File: config.mk
export PLATFORM = sky130hd
export DESIGN_NAME = instr_fetch_flat
export DESIGN_NICKNAME = d
export VERILOG_FILES = /design/src/rtl/instr_fetch_if.sv /design/src/rtl/instr_fetch.sv /design/src/flat_wrapper.sv
export SDC_FILE = /design/constraint.sdc
export NUM_CORES = 1
export LEC_CHECK = 0
export ABC_CLOCK_PERIOD_IN_PS = 2900
export CAP_MARGIN = 10
export CORE_UTILIZATION = 44
export CTS_CLUSTER_DIAMETER = 120
export CTS_CLUSTER_SIZE = 14
export DETAILED_ROUTE_END_ITERATION = 6
export GPL_TIMING_DRIVEN = 0
export PLACE_DENSITY = 0.77
export SLEW_MARGIN = 25
export SYNTH_ARGS = -nofsm -noshare
export SYNTH_HDL_FRONTEND = slang
export SYNTH_SLANG_ARGS = --single-unit
File: constraint.sdc
create_clock -name clk -period 2.9 [get_ports clk]
set_input_delay 0.87 -clock clk [delete_from_list [all_inputs] [get_ports clk]]
set_output_delay 0.87 -clock clk [all_outputs]
set_load 0.01 [all_outputs]
File: src/rtl/instr_fetch_if.sv
// Instruction-memory request/valid bus between the fetch stage and the memory.
// The master side issues requests; the slave side returns one data pulse per request.
interface instr_fetch_if;
  logic        imem_req;
  logic [31:0] imem_addr;
  logic [31:0] imem_rdata;
  logic        imem_valid;

  modport master (
    output imem_req,
    output imem_addr,
    input  imem_rdata,
    input  imem_valid
  );

  modport slave (
    input  imem_req,
    input  imem_addr,
    output imem_rdata,
    output imem_valid
  );
endinterface

File: src/rtl/instr_fetch.sv
// Fetch stage: single-outstanding imem request per captured PC, presents the word to decode,
// holds it across stalls, drops redirect-killed responses, and substitutes a NOP on errors.
module instr_fetch #(
  parameter int unsigned TIMEOUT_CYCLES = 16,
  parameter logic [31:0] NOP_INSTR      = 32'h0000_0013
) (
  input  logic                 clk,
  input  logic                 rst,
  input  logic [31:0]          pc_addr_i,
  input  logic                 redirect_i,
  input  logic                 stall_i,
  instr_fetch_if.master        imem,
  output logic [31:0]          instr_out_o,
  output logic [31:0]          instr_pc_o,
  output logic                 instr_valid_o,
  output logic                 misaligned_o,
  output logic                 fetch_err_o
);

  localparam int unsigned       TimerW    = $clog2(TIMEOUT_CYCLES) + 1;
  localparam logic [TimerW-1:0] TimerLast = TimerW'(TIMEOUT_CYCLES - 1);

  typedef enum logic [1:0] {
    IDLE  = 2'd0,
    FETCH = 2'd1,
    DONE  = 2'd2
  } state_e;

  state_e            state_q;
  logic [31:0]       fetch_pc_q;
  logic [31:0]       instr_out_q;
  logic [31:0]       instr_pc_q;
  logic              imem_req_q;
  logic              instr_valid_q;
  logic              misaligned_q;
  logic              fetch_err_q;
  logic              kill_q;
  logic [TimerW-1:0] timer_q;
  logic [TimerW-1:0] timer_d;
  logic              capture;
  logic              pc_unaligned;

  assign pc_unaligned = |pc_addr_i[1:0];
  assign timer_d      = (timer_q == {TimerW{1'b1}}) ? timer_q : timer_q + TimerW'(1);

  // Every point where a fresh PC is taken: after reset, after a dropped
  // (killed) response, and when decode consumes the presented word.
  always_comb begin
    capture = 1'b0;
    case (state_q)
      IDLE:    capture = 1'b1;
      FETCH:   capture = imem.imem_valid && (kill_q || redirect_i);
      DONE:    capture = !stall_i;
      default: capture = 1'b1;
    endcase
  end

  always_ff @(posedge clk or negedge rst) begin
    if (!rst) begin
      state_q       <= IDLE;
      fetch_pc_q    <= '0;
      instr_out_q   <= NOP_INSTR;
      instr_pc_q    <= '0;
      imem_req_q    <= 1'b0;
      instr_valid_q <= 1'b0;
      misaligned_q  <= 1'b0;
      fetch_err_q   <= 1'b0;
      kill_q        <= 1'b0;
      timer_q       <= '0;
    end else if (capture) begin
      fetch_pc_q  <= pc_addr_i;
      timer_q     <= '0;
      kill_q      <= 1'b0;
      fetch_err_q <= 1'b0;
      if (pc_unaligned) begin
        // Misaligned PC never reaches memory; decode gets a flagged NOP instead.
        state_q       <= DONE;
        imem_req_q    <= 1'b0;
        instr_out_q   <= NOP_INSTR;
        instr_pc_q    <= pc_addr_i;
        instr_valid_q <= 1'b1;
        misaligned_q  <= 1'b1;
      end else begin
        state_q       <= FETCH;
        imem_req_q    <= 1'b1;
        instr_valid_q <= 1'b0;
        misaligned_q  <= 1'b0;
      end
    end else begin
      case (state_q)
        FETCH: begin
          if (imem.imem_valid) begin
            state_q       <= DONE;
            imem_req_q    <= 1'b0;
            instr_out_q   <= imem.imem_rdata;
            instr_pc_q    <= fetch_pc_q;
            instr_valid_q <= 1'b1;
          end else if (timer_q == TimerLast) begin
            // Memory never answered: give up and hand decode a flagged NOP.
            state_q       <= DONE;
            imem_req_q    <= 1'b0;
            instr_out_q   <= NOP_INSTR;
            instr_pc_q    <= fetch_pc_q;
            instr_valid_q <= 1'b1;
            fetch_err_q   <= 1'b1;
            kill_q        <= 1'b0;
          end else begin
            timer_q <= timer_d;
            if (redirect_i) begin
              kill_q <= 1'b1;
            end
          end
        end
        DONE: begin
          if (redirect_i) begin
            instr_valid_q <= 1'b0;
          end
        end
        default: state_q <= IDLE;
      endcase
    end
  end

  assign imem.imem_req  = imem_req_q;
  assign imem.imem_addr = fetch_pc_q;
  assign instr_out_o    = instr_out_q;
  assign instr_pc_o     = instr_pc_q;
  assign instr_valid_o  = instr_valid_q;
  assign misaligned_o   = misaligned_q;
  assign fetch_err_o    = fetch_err_q;

endmodule

File: src/flat_wrapper.sv
// flat-port wrapper written by rule: the top's interface ports become plain ports
module instr_fetch_flat 
#(
  parameter int unsigned TIMEOUT_CYCLES = 16,
  parameter logic [31:0] NOP_INSTR      = 32'h0000_0013
)
  (clk, rst, pc_addr_i, redirect_i, stall_i, instr_out_o, instr_pc_o, instr_valid_o, misaligned_o, fetch_err_o, imem_imem_req, imem_imem_addr, imem_imem_rdata, imem_imem_valid);
  instr_fetch_if imem_i ();
  input  logic clk;
  input  logic rst;
  input  logic [31:0] pc_addr_i;
  input  logic redirect_i;
  input  logic stall_i;
  output logic [31:0] instr_out_o;
  output logic [31:0] instr_pc_o;
  output logic instr_valid_o;
  output logic misaligned_o;
  output logic fetch_err_o;
  output wire logic [$bits(imem_i.imem_req)-1:0] imem_imem_req;
  output wire logic [$bits(imem_i.imem_addr)-1:0] imem_imem_addr;
  input wire logic [$bits(imem_i.imem_rdata)-1:0] imem_imem_rdata;
  input wire logic [$bits(imem_i.imem_valid)-1:0] imem_imem_valid;
  assign imem_imem_req = imem_i.imem_req;
  assign imem_imem_addr = imem_i.imem_addr;
  assign imem_i.imem_rdata = imem_imem_rdata;
  assign imem_i.imem_valid = imem_imem_valid;
  instr_fetch #(.TIMEOUT_CYCLES(TIMEOUT_CYCLES), .NOP_INSTR(NOP_INSTR)) u_core (.clk(clk), .rst(rst), .pc_addr_i(pc_addr_i), .redirect_i(redirect_i), .stall_i(stall_i), .imem(imem_i), .instr_out_o(instr_out_o), .instr_pc_o(instr_pc_o), .instr_valid_o(instr_valid_o), .misaligned_o(misaligned_o), .fetch_err_o(fetch_err_o));
endmodule
==> results.md <==
- The achievable frequency is 380 MHz.
- After synthesis, the cell types taking the most area are sky130_fd_sc_hd__dfrtp_1 59%, sky130_fd_sc_hd__nand2_1 8.3%, sky130_fd_sc_hd__o221a_2 7.6%.
- Hold repair after CTS inserted 0 buffers.
- The unique cell type count in the Yosys netlist is 34.
- The compound-cell area share of the yosys netlist is 0.164.
- Of the available clock period, the critical path in the final layout requires 0.908.
- Of the total synthesized cell area, the portion taken by XOR and XNOR cells is 0.00594.
- The number of max-capacitance violations reported is 0.
- The proportion of total power due to net switching is 0.383.
- The post-CTS resize count is 0.
- The number of failing hold endpoints at the final stage was 0.
- The worst endpoint required time is 3.16 ns.
- The mapped cell area is 0.00442 mm2.
- The cell family contributing the most delay on the critical path is compound AO/OA/AOI/OAI gates.
- Clock tree synthesis selected as its root buffer the cell sky130_fd_sc_hd__clkbuf_8.
- The growth of design area from synthesis to finish is 46.5%.
- The kind of start point of the critical path is an input pin.
- The portion of total power attributed to sequential cells is 0.357.
- For this block, the via count after detailed routing is 3714.
- The final core area utilization is 0.663.
- The count of standard-cell rows is 36.
- In the final layout, the share of cells above drive strength 1 is 0.106.
- The via count of the first global-routing pass is 3556.
- At the pin with the least slew margin, the transition time is 0.982 ns.
- The number of clock sinks is 108.
- The portion of synthesized area spent on multiplexers is 0.00481.
- The initial utilization of the core area, before any placement, comes to 0.453.
- The share of the synthesized area in the top cell type is 0.594.
- The global-route wire length before repair is 17.9 mm.
- In this run, synthesis produced a sequential element count of 108.
- The overall global routing resource usage is 0.224.
- After detailed routing, the number of remaining DRC violations is 0.
- The average cell area after synthesis is 11.3 um2.
- The class of the most critical hold timing path is input pin to asynchronous set/reset pin.
- The final count of negative-setup-slack endpoints is 0.
- The sequential area share after synthesis is 0.612.
- The die area is 0.0105 mm2.
- The post-CTS setup repair buffer count is 0.
- By area, the combinational part of the netlist is dominated by simple AND/OR/NAND/NOR gates.
- The run finished with clean final reports.
- 169 I/O pins were placed.
- The critical path crosses 6 cells after its start point.
- The type of element capturing the critical path is a register.
- The worst-case clock skew is 0.0106 ns.
- Across all hold checks on the routed design, the worst slack comes to 0.382 ns.
- The critical path in this run is classified as input pin to register.
- Once detailed placement completed, the half-perimeter wirelength came to 8.56 mm.
- Dividing the detail-routed wire length by the instance count gives 16.6 um.
- The number of nets handed over by synthesis was 467.
- The TritonCTS clock tree is done.
- The biggest cell delay along the critical path is 0.61 ns.
- For this run the aggregate overflow at the end of global routing stands at 0.
- Using the TritonRoute via totals, the vias-per-cell ratio works out to 5.22.
- The largest area contributor in the netlist is sky130_fd_sc_hd__dfrtp_1.
- The library cells used most frequently in the layout, excluding fill and tap cells, are 167 x sky130_fd_sc_hd__clkdlybuf4s50_1, 105 x sky130_fd_sc_hd__dfrtp_1, 98 x sky130_fd_sc_hd__nand2_1.
- The worst-path maximum fanout is 10.
- The initial antenna violation count came to 0.
- Measured in cells, the most critical reg-to-reg path has a length of 8.
- The total power divided by cell area is 1030 mW/mm2.
- The worst-case IR drop observed on VDD is 0.000651 V.
- For this run, the number of Yosys warnings is 0.
- In this run the static leakage power is 2.87 nW.
- The total CTS buffers is 9.
- The clock share of power is 0.131.
- The number of antenna diodes in the final layout is 0.
- The combinational share of power is 0.512.
- The shortest clock period the worst path allows after layout is 2.63 ns.
- The critical path goes through clkdlybuf4s50_1 -> o211ai_2 -> a311oi_4 -> nor2_1 -> buf_2 -> o221a_2.
- The area of the placeable core is 0.00977 mm2.
- The die extent in x is 102 um.
- The H-tree depth is 3.
- Together, buffers and inverters on the worst path number 2.
- The clock passes through at most 2 buffers.
- The number of max-slew violations in the final report is 0.
- At the end of routability-driven placement, the weighted congestion stood at 0.781.
- The most frequent standard cell in the layout excluding fill and tap cells is sky130_fd_sc_hd__clkdlybuf4s50_1.
- The clock latency on the worst-skew pair is 0.37 ns.
- After technology mapping, the gate count stands at 393.
- The clock input transition at the sequential cells of the worst setup and hold paths is 0.10 ns.
- The vertical die dimension is 102 um.
- In this run the tightest slew margin relative to its limit is 0.336.
- The simple-gate area share of the yosys netlist is 0.166.
- The number of detailed-routing iterations run before antenna repair is 4.
- The pin count of the biggest net entering global routing is 72.
- Cell internal power was estimated by the tool at 4.13 mW.
- The final antenna-violating net count is 0.
- Buffers placed on the I/O ports in this run total 168.
- In this run the power spent charging and discharging nets is 2.57 mW.
- The detailed router finished its first iteration with 139 violations.
- The fraction of the mapped netlist area in adder cells is 0.0141.
- The routed design has 11.8 mm of wire.
- Data arrives at the worst endpoint at 2.90 ns.
- The critical path's slowest cell is sky130_fd_sc_hd__clkdlybuf4s50_1.
- Setup repair after global routing left no endpoint under its margin.
- The post-layout net count is 647.
==> through the flow <==
step	power, mW	instances	TNS [ns]	cell area [um2]	setup slack, ns
finish	6.71	711	0	6480	0.266
global route	7.16	711	0	6480	0.171
CTS	6.77	711	0	6480	0.274
detailed placement	5.90	695	-3.31	6300	-0.122
global placement	5.78	694	-325.67	6270	-3.03
floorplan	4.22	393	0	4420	0.660
==> cells in the mapped netlist <==
library cell / instances
sky130_fd_sc_hd__a21o_1: 2
sky130_fd_sc_hd__a21oi_1: 3
sky130_fd_sc_hd__a22o_1: 29
sky130_fd_sc_hd__a2bb2oi_1: 3
sky130_fd_sc_hd__a311oi_4: 1
sky130_fd_sc_hd__a31oi_1: 1
sky130_fd_sc_hd__and3_1: 2
sky130_fd_sc_hd__buf_1: 1
sky130_fd_sc_hd__buf_2: 7
sky130_fd_sc_hd__buf_4: 2
sky130_fd_sc_hd__clkbuf_1: 16
sky130_fd_sc_hd__dfrtp_1: 105
sky130_fd_sc_hd__dfstp_2: 3
sky130_fd_sc_hd__ha_1: 5
sky130_fd_sc_hd__inv_1: 9
sky130_fd_sc_hd__mux2_2: 1
sky130_fd_sc_hd__mux2i_1: 1
sky130_fd_sc_hd__nand2_1: 98
sky130_fd_sc_hd__nand2b_1: 1
sky130_fd_sc_hd__nand3_1: 8
sky130_fd_sc_hd__nand4_1: 1
sky130_fd_sc_hd__nor2_1: 15
sky130_fd_sc_hd__nor2b_1: 3
sky130_fd_sc_hd__nor3_1: 3
sky130_fd_sc_hd__nor3b_1: 1
sky130_fd_sc_hd__nor4b_1: 1
sky130_fd_sc_hd__o211ai_2: 1
sky130_fd_sc_hd__o21a_1: 1
sky130_fd_sc_hd__o21ai_0: 5
sky130_fd_sc_hd__o221a_2: 30
sky130_fd_sc_hd__or2_2: 1
sky130_fd_sc_hd__or3_1: 30
sky130_fd_sc_hd__xnor2_1: 1
sky130_fd_sc_hd__xor2_1: 2
==> power groups by stage <==
stage,Combinational [mW],Sequential [mW],Clock (mW)
final,3.43,2.39,0.879
after global routing,3.74,2.46,0.960
after CTS,3.48,2.40,0.897
after detailed placement,3.47,2.42,0
after global placement,3.38,2.40,0
after floorplan,1.63,2.59,0
==> worst register-to-register path, delay by kind of cell, from the launching register on <==
kind            cells  cell delay, ns
flops               1            0.43
simple gates        3            0.71
fa+ha+maj           2            0.48
buf+inv             1            0.26
compound gates      2            0.54
==> registers in the layout, indices dropped and copies added (netlist names) <==
signal / flops
u_core.instr_pc_o: 32
u_core.instr_out_o: 32
u_core.timer_q: 5
u_core.imem.imem_req: 1
u_core.imem.imem_addr: 32
u_core.kill_q: 1
u_core.misaligned_o: 1
u_core.fetch_err_o: 1
u_core.instr_valid_o: 1
u_core.state_q: 2
==> final timing paths <==
| check | slack [ns] | startpoint | end |
|---|---|---|---|
| max | 0.27 | imem_imem_valid | u_core.instr_pc_o[12] |
| min | 0.38 | rst | u_core.instr_out_o[25] |
| max reg2reg | 0.38 | u_core.timer_q[0] | u_core.instr_pc_o[12] |
| min reg2reg | 0.49 | u_core.imem.imem_req | u_core.imem.imem_req |
| max in group asynchronous | 1.85 | rst | u_core.imem.imem_addr[12] |
| min in group clk | 0.49 | u_core.imem.imem_req | u_core.imem.imem_req |
==> cells by family (layout without fill, tap and decap cells) <==
kind of cell,count (synthesis),in the layout
fa+ha+maj,5,5
mux,2,2
compound gates,76,76
simple gates,164,164
flops,108,108
xor+xnor,3,3
buf+inv,35,220
==> metal layers <==
| metal | wire length [um] | GRT usage | vias up |
|---|---|---|---|
| met2 | 5830 | 0.360 | 94 |
| met1 | 5270 | 0.305 | 1858 |
| li1 | - | - | 1748 |
| met5 | 0 | 0 | - |
| met3 | 573 | 0.0513 | 14 |
| met4 | 144 | 0.0615 | 0 |
==> final cells by class <==
cell class	instances	area (um2)
multi-input cells	250	1570
clock inverters	1	5.00
flip-flops and latches	108	2710
repair buffers	169	1710
fillers	784	3290
inverters	9	33.8
clock buffers	15	176
plain buffers	26	114
well taps	133	166
No activity file was read; power rests on OpenSTA's default activity.
